File: config.mk
export PLATFORM = sky130hd
export DESIGN_NAME = wb_stage_seq
export DESIGN_NICKNAME = d
export VERILOG_FILES = /design/src/rtl/wb_stage_seq_pkg.sv /design/src/rtl/wb_load_align.sv /design/src/rtl/wb_stage_seq.sv
export SDC_FILE = /design/constraint.sdc
export NUM_CORES = 1
export LEC_CHECK = 0
export ABC_CLOCK_PERIOD_IN_PS = 3700
export BUFFER_PORTS_ARGS = -buffer_cell sky130_fd_sc_hd__buf_2
export CAP_MARGIN = 20
export CORE_MARGIN = 4
export CORE_UTILIZATION = 52
export DETAILED_ROUTE_END_ITERATION = 12
export GPL_TIMING_DRIVEN = 0
export HOLD_SLACK_MARGIN = 0.06
export PLACE_DENSITY = 0.94
export SLEW_MARGIN = 20
export SYNTH_ARGS = -nofsm -noshare
export SYNTH_HDL_FRONTEND = slang
export SYNTH_SLANG_ARGS = --single-unit
File: constraint.sdc
create_clock -name clk -period 3.7 [get_ports clk]
set_input_delay 0.74 -clock clk [delete_from_list [all_inputs] [get_ports clk]]
set_output_delay 0.74 -clock clk [all_outputs]
set_load 0.1 [all_outputs]
File: src/rtl/wb_stage_seq_pkg.sv
`default_nettype none
// ============================================================================
// Package : wb_stage_seq_pkg
// Purpose : Shared encodings for the write-back stage: result-source selects,
//           load funct3 codes and the write-back FSM state type.
// Ports   : none (package)
// Rev     : 1.0  initial release
// ============================================================================
package wb_stage_seq_pkg;

  // Result source select driven by the MEM stage
  localparam logic [1:0] FROM_ALU = 2'd0;
  localparam logic [1:0] FROM_MEM = 2'd1;
  localparam logic [1:0] FROM_IMM = 2'd2;
  localparam logic [1:0] FROM_PC  = 2'd3;

  // Load size / sign codes (funct3 of the load instruction)
  localparam logic [2:0] F3_LB  = 3'b000;
  localparam logic [2:0] F3_LH  = 3'b001;
  localparam logic [2:0] F3_LW  = 3'b010;
  localparam logic [2:0] F3_LD  = 3'b011;
  localparam logic [2:0] F3_LBU = 3'b100;
  localparam logic [2:0] F3_LHU = 3'b101;
  localparam logic [2:0] F3_LWU = 3'b110;

  // Write-back sequencer states
  typedef enum logic [1:0] {
    IDLE     = 2'd0,
    WAIT_MEM = 2'd1,
    DRAIN    = 2'd2
  } wb_state_e;

endpackage : wb_stage_seq_pkg
`default_nettype wire

File: src/rtl/wb_load_align.sv
`default_nettype none
// ============================================================================
// Module  : wb_load_align
// Purpose : Combinational load data aligner. Picks the byte / half / word
//           addressed by addr_lo out of the raw memory word and sign- or
//           zero-extends it to XLEN according to funct3.
// Ports   : raw_i     [XLEN-1:0]  raw aligned word/dword from data memory
//           funct3_i  [2:0]       load size/sign code
//           addr_lo_i [AL-1:0]    low byte-address bits of the load
//           data_o    [XLEN-1:0]  aligned, extended load result
// Rev     : 1.0  initial release
// ============================================================================
module wb_load_align
  import wb_stage_seq_pkg::*;
#(
  parameter int XLEN = 32,
  parameter int AL   = $clog2(XLEN/8)
) (
  input  logic [XLEN-1:0] raw_i,
  input  logic [2:0]      funct3_i,
  input  logic [AL-1:0]   addr_lo_i,
  output logic [XLEN-1:0] data_o
);

  logic [XLEN-1:0] w_b_sh;
  logic [XLEN-1:0] w_h_sh;
  logic [XLEN-1:0] w_lw;
  logic [XLEN-1:0] w_ld;
  logic [XLEN-1:0] w_lwu;

  // Byte lane uses every addr_lo bit; half lane ignores bit 0 so a
  // misaligned half simply reads the enclosing aligned half.
  assign w_b_sh = raw_i >> {addr_lo_i, 3'b000};
  assign w_h_sh = raw_i >> {addr_lo_i[AL-1:1], 4'b0000};

  generate
    if (XLEN == 64) begin : g_xlen64
      logic [XLEN-1:0] w_w_sh;
      // Word lane selected by the top address bit only
      assign w_w_sh = raw_i >> {addr_lo_i[AL-1], 5'b00000};
      assign w_lw   = {{(XLEN-32){w_w_sh[31]}}, w_w_sh[31:0]};
      assign w_lwu  = {{(XLEN-32){1'b0}},       w_w_sh[31:0]};
      assign w_ld   = raw_i;
    end else begin : g_xlen32
      // LD and LWU do not exist on a 32-bit datapath and read as zero
      assign w_lw  = raw_i;
      assign w_lwu = '0;
      assign w_ld  = '0;
    end
  endgenerate

  always_comb begin
    data_o = '0;
    case (funct3_i)
      F3_LB:   data_o = {{(XLEN-8){w_b_sh[7]}},   w_b_sh[7:0]};
      F3_LH:   data_o = {{(XLEN-16){w_h_sh[15]}}, w_h_sh[15:0]};
      F3_LW:   data_o = w_lw;
      F3_LD:   data_o = w_ld;
      F3_LBU:  data_o = {{(XLEN-8){1'b0}},        w_b_sh[7:0]};
      F3_LHU:  data_o = {{(XLEN-16){1'b0}},       w_h_sh[15:0]};
      F3_LWU:  data_o = w_lwu;
      default: data_o = '0;
    endcase
  end

endmodule : wb_load_align
`default_nettype wire

File: src/rtl/wb_stage_seq.sv
`default_nettype none
// ============================================================================
// Module  : wb_stage_seq
// Purpose : Registered write-back stage. Accepts one retiring instruction per
//           cycle from MEM, selects ALU / memory / immediate / next-PC result,
//           waits for variable-latency load data and drives a registered
//           register-file write port.
// Ports   : clk, rst_n                   clock, async active-low reset
//           in_valid / in_ready          MEM -> WB handshake
//           in_reg_src, in_reg_we, in_rd instruction write-back control
//           in_alu_result, in_imm,
//           in_nxpc, in_funct3           result candidates / load info
//           flush                        kill presented beat and pending load
//           mem_rsp_valid, mem_rsp_data  load response
//           rf_we, rf_waddr, rf_wdata    registered register-file write
//           busy                         load outstanding
//           retire_cnt                   committed-instruction counter
//           err_rsp                      sticky unsolicited-response flag
// Rev     : 1.0  initial release
// ============================================================================
module wb_stage_seq
  import wb_stage_seq_pkg::*;
#(
  parameter int XLEN       = 32,
  parameter int REG_ADDR_W = 5,
  parameter int CNT_W      = 32
) (
  input  logic                  clk,
  input  logic                  rst_n,
  input  logic                  in_valid,
  output logic                  in_ready,
  input  logic [1:0]            in_reg_src,
  input  logic                  in_reg_we,
  input  logic [REG_ADDR_W-1:0] in_rd,
  input  logic [XLEN-1:0]       in_alu_result,
  input  logic [XLEN-1:0]       in_imm,
  input  logic [XLEN-1:0]       in_nxpc,
  input  logic [2:0]            in_funct3,
  input  logic                  flush,
  input  logic                  mem_rsp_valid,
  input  logic [XLEN-1:0]       mem_rsp_data,
  output logic                  rf_we,
  output logic [REG_ADDR_W-1:0] rf_waddr,
  output logic [XLEN-1:0]       rf_wdata,
  output logic                  busy,
  output logic [CNT_W-1:0]      retire_cnt,
  output logic                  err_rsp
);

  localparam int AL = $clog2(XLEN/8);

  // --------------------------------------------------------------------------
  // State
  // --------------------------------------------------------------------------
  wb_state_e               state_q;
  logic [REG_ADDR_W-1:0]   ld_rd_q;
  logic                    ld_we_q;
  logic [2:0]              ld_f3_q;
  logic [AL-1:0]           ld_lo_q;
  logic                    rf_we_q;
  logic [REG_ADDR_W-1:0]   rf_waddr_q;
  logic [XLEN-1:0]         rf_wdata_q;
  logic [CNT_W-1:0]        cnt_q;
  logic                    err_q;

  // --------------------------------------------------------------------------
  // Combinational helpers
  // --------------------------------------------------------------------------
  logic                    w_accept;
  logic                    w_is_load;
  logic [XLEN-1:0]         w_sel_data;
  logic [XLEN-1:0]         w_ld_data;

  assign w_accept  = in_valid && (state_q == IDLE) && !flush;
  assign w_is_load = (in_reg_src == FROM_MEM);

  always_comb begin
    w_sel_data = in_alu_result;
    case (in_reg_src)
      FROM_ALU: w_sel_data = in_alu_result;
      FROM_IMM: w_sel_data = in_imm;
      FROM_PC:  w_sel_data = in_nxpc;
      default:  w_sel_data = in_alu_result;
    endcase
  end

  // Alignment runs off the latched load context, so the raw response is
  // the only live input at the response edge.
  wb_load_align #(
    .XLEN (XLEN),
    .AL   (AL)
  ) u_align (
    .raw_i     (mem_rsp_data),
    .funct3_i  (ld_f3_q),
    .addr_lo_i (ld_lo_q),
    .data_o    (w_ld_data)
  );

  // --------------------------------------------------------------------------
  // FSM, load context, write port and counters
  // --------------------------------------------------------------------------
  always_ff @(posedge clk or negedge rst_n) begin
    if (!rst_n) begin
      state_q    <= IDLE;
      ld_rd_q    <= '0;
      ld_we_q    <= 1'b0;
      ld_f3_q    <= '0;
      ld_lo_q    <= '0;
      rf_we_q    <= 1'b0;
      rf_waddr_q <= '0;
      rf_wdata_q <= '0;
      cnt_q      <= '0;
      err_q      <= 1'b0;
    end else begin
      // Write enable is a one-cycle pulse; address/data hold otherwise.
      rf_we_q <= 1'b0;

      case (state_q)
        IDLE: begin
          // Nothing is outstanding, so any response here is unsolicited.
          if (mem_rsp_valid) begin
            err_q <= 1'b1;
          end
          if (w_accept) begin
            if (w_is_load) begin
              ld_rd_q <= in_rd;
              ld_we_q <= in_reg_we;
              ld_f3_q <= in_funct3;
              ld_lo_q <= in_alu_result[AL-1:0];
              state_q <= WAIT_MEM;
            end else begin
              cnt_q <= cnt_q + CNT_W'(1);
              // x0 retires but never reaches the register file
              if (in_reg_we && (in_rd != '0)) begin
                rf_we_q    <= 1'b1;
                rf_waddr_q <= in_rd;
                rf_wdata_q <= w_sel_data;
              end
            end
          end
        end

        WAIT_MEM: begin
          if (mem_rsp_valid) begin
            // A flush coinciding with the response kills it outright.
            state_q <= IDLE;
            if (!flush) begin
              cnt_q <= cnt_q + CNT_W'(1);
              if (ld_we_q && (ld_rd_q != '0)) begin
                rf_we_q    <= 1'b1;
                rf_waddr_q <= ld_rd_q;
                rf_wdata_q <= w_ld_data;
              end
            end
          end else if (flush) begin
            // Memory still owes a response; swallow it in DRAIN.
            state_q <= DRAIN;
          end
        end

        DRAIN: begin
          if (mem_rsp_valid) begin
            state_q <= IDLE;
          end
        end

        default: begin
          state_q <= IDLE;
        end
      endcase
    end
  end

  // --------------------------------------------------------------------------
  // Outputs
  // --------------------------------------------------------------------------
  assign in_ready   = (state_q == IDLE);
  assign busy       = (state_q != IDLE);
  assign rf_we      = rf_we_q;
  assign rf_waddr   = rf_waddr_q;
  assign rf_wdata   = rf_wdata_q;
  assign retire_cnt = cnt_q;
  assign err_rsp    = err_q;

endmodule : wb_stage_seq
`default_nettype wire

==> results of run 1 <==
==> cell usage after synthesis (all sizes together), types with 6 or more instances <==
library cell	count	area share [%]
a211oi	6	0.91
a21oi	14	1.4
a221o	6	1.2
a31oi	31	3.9
and2	17	2.1
buf	15	1.6
clkbuf	21	1.6
dfrtp	84	42
mux2	13	3.0
mux2i	41	8.3
nand2	56	4.2
nand3	13	1.4
nor2	60	4.5
nor3	7	0.81
o211ai	27	4.1
o21ai	36	3.6
xnor2	18	3.2
xor2	13	2.3
==> cell type report <==
type                       count  area (sq um)
buffer                        36           156
clock buffer                  10           128
tap                          129           161
timing repair buffer         216          1110
sequential                    84          2100
multi-input combinational    405          2680
inverter                       5          18.8
fill                         759          2840
clock inverter                 6          48.8
==> state kept, by name, indices dropped and copies added (netlist names) <==
signal	count
rf_we	1
ld_rd_q	5
state_q	2
ld_we_q	1
rf_wdata	32
ld_lo_q	2
ld_f3_q	3
err_rsp	1
retire_cnt	32
rf_waddr	5
==> stage by stage <==
stage	util, %	total power (uW)	hold slack (ns)	setup slack, ns	instances
floorplan	-	2720	0.444	0.265	530
global route	69.3	3910	0.325	1.36	891
finish	69.3	3750	0.302	1.47	891
detailed placement	67.4	3150	0.451	1.21	875
CTS	69.3	3750	0.303	1.43	891
global placement	67.0	3100	0.434	1.24	874
==> placed cells by master, fill, tap and decap left out, drive strengths merged, types with 3 or more instances in the layout <==
master	Yosys	routed
dfrtp	84	84
a21oi	14	14
o211ai	27	27
nor3b	4	4
and4	5	5
nand2b	5	5
nand3	13	13
buf	15	231
nor2	60	60
clkinvlp	0	3
inv	5	7
nor4	4	4
nand2	56	56
and3	4	4
xor2	13	13
xnor2	18	18
clkbuf	21	31
mux2	13	13
nor3	7	7
o21ai	36	36
nand4	5	5
a31oi	31	31
a211oi	6	6
a221o	6	6
and2	17	17
mux2i	41	41
==> cell families (layout without fill, tap and decap cells) <==
logic type,count (synthesis),in the layout
AND/OR/NAND/NOR,191,191
AO/OA/AOI/OAI,127,127
flip-flops,84,84
multiplexers,55,55
buffers and inverters,41,273
XOR/XNOR,31,31
adder cells (fa/ha/maj),1,1
==> power breakdown <==
group	internal [uW]	total, uW	switching, uW
sequential	1090	1230	139
clock	250	611	361
combinational	415	1920	1500
total	1750	3750	2000
==> worst max-delay path: stages (launching register included) <==
cell and delay, ns:
dfrtp_1 0.46, nor2_1 0.21, buf_2 0.47
==> layer usage <==
layer  vias to the layer above  global-route usage (%)
met1                      2418                    40.4
met2                       226                    48.7
li1                       2354                       -
met3                        50                    4.72
met5                         -                       0
met4                         0                    14.4
==> how the worst min path moves through the flow <==
stage          cells after the start  slack, ns                          to                  startpoint
4_1_cts                            1       0.30  retire_cnt[26]$_DFFE_PN0P_                       rst_n
3_3_place_gp                       1       0.43         err_rsp$_DFFE_PN0P_         err_rsp$_DFFE_PN0P_
6_report                           1       0.30  retire_cnt[26]$_DFFE_PN0P_                       rst_n
5_1_grt                            1       0.32  retire_cnt[26]$_DFFE_PN0P_                       rst_n
2_1_floorplan                      0       0.44         err_rsp$_DFFE_PN0P_                       rst_n
3_5_place_dp                       1       0.45  retire_cnt[31]$_DFFE_PN0P_  retire_cnt[31]$_DFFE_PN0P_
==> results.json, run 1 <==
{
  "highest_layer": "met4",
  "drv_slew": 0,
  "grt_usage_pct": 30.4,
  "die_h_microns": 106,
  "grt_overflow": 0,
  "fp.dieW_microns": 106,
  "cts_tree": "done",
  "syn_to_final_growth_pct": 29.1,
  "firstDrtPassIters": 5,
  "start_kind": "register",
  "synth_mux_area_share_pct": 11.7,
  "synth_area_sq_um": 4960,
  "vias_per_cell": 5.67,
  "hold_buffers": 0,
  "met1Wirelength_mm": 6.96,
  "outcome": "complete, no violations",
  "synth_cells": 530,
  "synthFlopType": "dfrtp_1",
  "core_sq_um": 9240,
  "syn_nets": 675,
  "crit_arrival_ns": 1.49,
  "dieArea_sq_um": 11200,
  "fmaxAchievable_ghz": 0.449,
  "synth_fa_ha_area_share_pct": 0.252,
  "rr_startpoint": "state_q[1]$_DFFE_PN0P_",
  "rsz0062_at_grt": "false",
  "synth_compound_area_share_pct": 16.4,
  "drc_errors": 0,
  "post-cts-setup-buffers": 0,
  "clockRootBuffer": "clkbuf_8",
  "dp_hpwl_mm": 13.5,
  "setup_violations": 0,
  "min_path_type": "input pin to asynchronous set/reset pin",
  "routedWlPerCell_microns": 18.9,
  "final_cell_area_sq_um": 6400,
  "antenna_found_initial": 0,
  "power.density_nw_per_um2": 587,
  "clock_path_buffers": 2,
  "async_flop_share_pct": 100,
  "irDropWorstVdd_v": 0.000299,
  "ff2ff_setup_slack_ns": 1.57,
  "drive_gt1_share_pct": 35.7,
  "endpoint": "in_ready",
  "relSlewSlack_pct": 45.4,
  "drt_wl_total_mm": 16.8,
  "ff2ff_path_depth": 6,
  "grt_max_degree": 55,
  "cts_buffers": 9,
  "synth_edf_count": 0,
  "yosysWarnings": 0,
  "std_cell_rows": 35,
  "grt_pass1_vias": 5099,
  "io_pins": 217,
  "cts_resized": 0,
  "clk_pin_slew_ns": 0.09,
  "period_minus_slack_ns": 2.23,
  "worst_pin_slew_ns": 0.817,
  "n_antenna_cell": 0,
  "end_kind": "primary output",
  "avgSynthCellArea_sq_um": 9.35,
  "synth_top_family_by_area": "simple AND/OR/NAND/NOR gates",
  "drtIter0Drc": 336,
  "fin_skew_ns": 0.0102,
  "vias": 5048,
  "final.setup.tns_ns": 0,
  "required_ns": 2.96,
  "cp-startpoint": "state_q[0]$_DFFE_PN0P_",
  "io_buffers": 215,
  "wl_met2_mm": 8.01,
  "cts_max_level": 3,
  "antenna_left": 0,
  "wl_met3_mm": 1.16,
  "path_class": "register to primary output",
  "cap_violations": 0,
  "initial_core_util_pct": 53.6,
  "synth_seq_cells": 84,
  "leakagePower_uw": 0.00313,
  "hold_viol": 0,
  "nets": 902,
  "r2r_end": "rf_wdata[10]$_DFFE_PN0P_",
  "synth-seq-area-share_pct": 42.4,
  "finalCritPeriodShare_pct": 60.3,
  "synthXorXnorAreaFrac_pct": 5.48,
  "grt_pass1_wl_mm": 26.7,
  "cts.sinks": 84,
  "placed_area_sq_um": 6220,
  "synthSimpleGateAreaFrac_pct": 20.2,
  "path_max_fanout": 6,
  "insertion_delay_ns": 0.36,
  "gp_congestion": 0.968,
  "ys_types": 52
}
Power figures use the tool's default switching activity.
==> inputs of run 2 (changes only) <==
- ABC_CLOCK_PERIOD_IN_PS: 3700 -> 1800
- CORE_UTILIZATION: 52 -> 44
- PLACE_DENSITY: 0.94 -> 0.85
- clock period: 3.7 -> 1.8 ns (I/O delays scaled with it)
==> run 2 against run 1 <==
  * The run now ends with negative setup slack left
  * Non-clock buffer count rose by 17
  * Design area rose by 11%
  * Clock-buffer cell count fell by 1
  * Combinational power rose by 110%
  * Routed wire length rose by 0.21%
  * Critical endpoint is now rf_wdata[4]$_DFFE_PN0P_
  * Hold slack got worse by 0.065 ns
  * Sequential share of layout area fell by 2.2 points
  * Cell count rose by 3.4%
  * Critical path type is now register to register
==> results.json, run 2 (synthesized netlist as in run 1, its figures left out) <==
{
  "gp_congestion": 0.956,
  "grt_pass1_vias": 4911,
  "firstDrtPassIters": 5,
  "required_ns": 2.01,
  "die_h_microns": 114,
  "grt_usage_pct": 24.4,
  "clockRootBuffer": "clkbuf_16",
  "fin_ws_ns": -0.0416,
  "multi_input_area_sq_um": 2890,
  "grt_max_degree": 58,
  "io_pins": 217,
  "drive_gt1_share_pct": 47.2,
  "syn_to_final_growth_pct": 43.2,
  "clk_pin_slew_ns": 0.07,
  "grt_overflow": 0,
  "initial_core_util_pct": 45.3,
  "final.setup.tns_ns": -0.481,
  "drc_errors": 0,
  "period_minus_slack_ns": 1.84,
  "dieArea_sq_um": 13000,
  "start_kind": "register",
  "fill_cells": 921,
  "violations": "negative setup slack",
  "min_path_type": "input pin to register",
  "fin_skew_ns": 0.0120,
  "drt_wl_total_mm": 16.9,
  "finalCritPeriodShare_pct": 102,
  "totalPowerFinal_uw": 8460,
  "drtIter0Drc": 301,
  "setup_violations": 34,
  "relSlewSlack_pct": 53.9,
  "worst_pin_slew_ns": 0.691,
  "cts_buffers": 9,
  "clock_path_buffers": 2,
  "core_sq_um": 10900,
  "crit_arrival_ns": 2.05,
  "irDropWorstVdd_v": 0.00167,
  "rsz0062_at_grt": "true",
  "vias": 5074,
  "slowest_delay_ns": 0.55,
  "outcome": "finished with violations",
  "antenna_found_initial": 1,
  "slowest_stage": "or4_1",
  "power.density_nw_per_um2": 1190,
  "hold_viol": 0,
  "antenna_left": 0,
  "routedWlPerCell_microns": 18.3,
  "cts.sinks": 84,
  "vias_per_cell": 5.51,
  "nets": 920,
  "final_cell_area_sq_um": 7100,
  "cap_violations": 0,
  "regArea_sq_um": 2180,
  "cts_max_level": 3,
  "insertion_delay_ns": 0.33,
  "path_class": "register to register",
  "cts_tree": "done",
  "crit_chain": "or4_1 > o211ai_1 > o21ai_2 > buf_6 > clkbuf_16 > nor2_2 > a21oi_2",
  "dp_hpwl_mm": 12.7,
  "grt_pass1_wl_mm": 24.9,
  "final_cell_mix": "buf_2, nand2_1, dfrtp_1",
  "placed_area_sq_um": 6370,
  "leakagePower_uw": 0.00335,
  "std_cell_rows": 38,
  "fp.dieW_microns": 114,
  "final_common_cell": "buf_2",
  "fmaxAchievable_ghz": 0.543,
  "end_kind": "register",
  "path_max_fanout": 8,
  "drv_slew": 0,
  "io_buffers": 215
}
[run 2: cell types whose count changed in the layout (fill, tap and decap cells not counted), sizes merged]
cell         delta
nand4           +1
clkinvlp        +1
dlygate4sd3     +1
buf            +16
diode           +1
clkbuf          -1
[run 2: path summary, 6_finish.rpt]
| check | from | endpoint | slack [ns] | cells after the start |
|---|---|---|---|---|
| worst min-delay path | mem_rsp_valid | state_q[1]$_DFFE_PN0P_ | 0.24 | 2 |
| worst max-delay path | ld_rd_q[3]$_DFFE_PN0P_ | rf_wdata[4]$_DFFE_PN0P_ | -0.04 | 7 |
| worst min register to register | err_rsp$_DFFE_PN0P_ | err_rsp$_DFFE_PN0P_ | 0.46 | 1 |
| min in group asynchronous | rst_n | retire_cnt[6]$_DFFE_PN0P_ | 0.49 | 2 |
| worst max register to register | ld_rd_q[3]$_DFFE_PN0P_ | rf_wdata[4]$_DFFE_PN0P_ | -0.04 | 7 |
| max in group asynchronous | rst_n | ld_f3_q[0]$_DFFE_PN0P_ | 0.68 | 3 |
[run 2: repair_timing]
action | 4_1_cts | 5_1_grt
resized for setup | 44 | 43
hold buffers | 1 | 0
buffers inserted | 9 | 4
cloned | 0 | 5
hold endpoints to repair | 27 | 0
pin swaps | 8 | 10
setup endpoints to repair | 62 | 65
[run 2: final cells by class]
class	instances	area share [%]
tap	140	2.47
clock inverter	7	0.829
inverter	5	0.264
multi-input combinational	406	40.7
timing repair buffer	234	18.4
antenna	1	0.0353
clock buffer	9	3.17
sequential	84	30.7
buffer	35	3.51
[run 2: per-layer routing]
metal,share of wire [%],vias up,global-route usage (%),wire length [microns]
met5,0,-,0,0
met4,2.8,0,9.26,464
met3,7.6,33,5.07,1290
met2,49,257,40.3,8220
met1,41,2392,31.5,6880
li1,-,2392,-,-
[run 2: report_power, final]
part / switching, uW / internal [uW]
Combinational: 3120 / 979
Clock: 811 / 952
Sequential: 328 / 2270
[run 2: worst max-delay path, delay by kind of cell (launching register included)]
| kind | cells | cell delay (ns) |
|---|---|---|
| AND/OR/NAND/NOR | 2 | 0.64 |
| flip-flops | 1 | 0.38 |
| AO/OA/AOI/OAI | 3 | 0.36 |
| buffers and inverters | 2 | 0.32 |
[run 2: through the flow]
step	util (%)	setup slack (ns)	std cells	hold slack [ns]
finish	64.9	-0.0416	921	0.236
global route	64.9	-0.170	921	0.239
CTS	62.6	-0.0323	911	0.233
detailed placement	58.2	-0.357	886	0.305
global placement	58.0	-0.580	885	0.434
floorplan	-	-0.119	530	0.0644
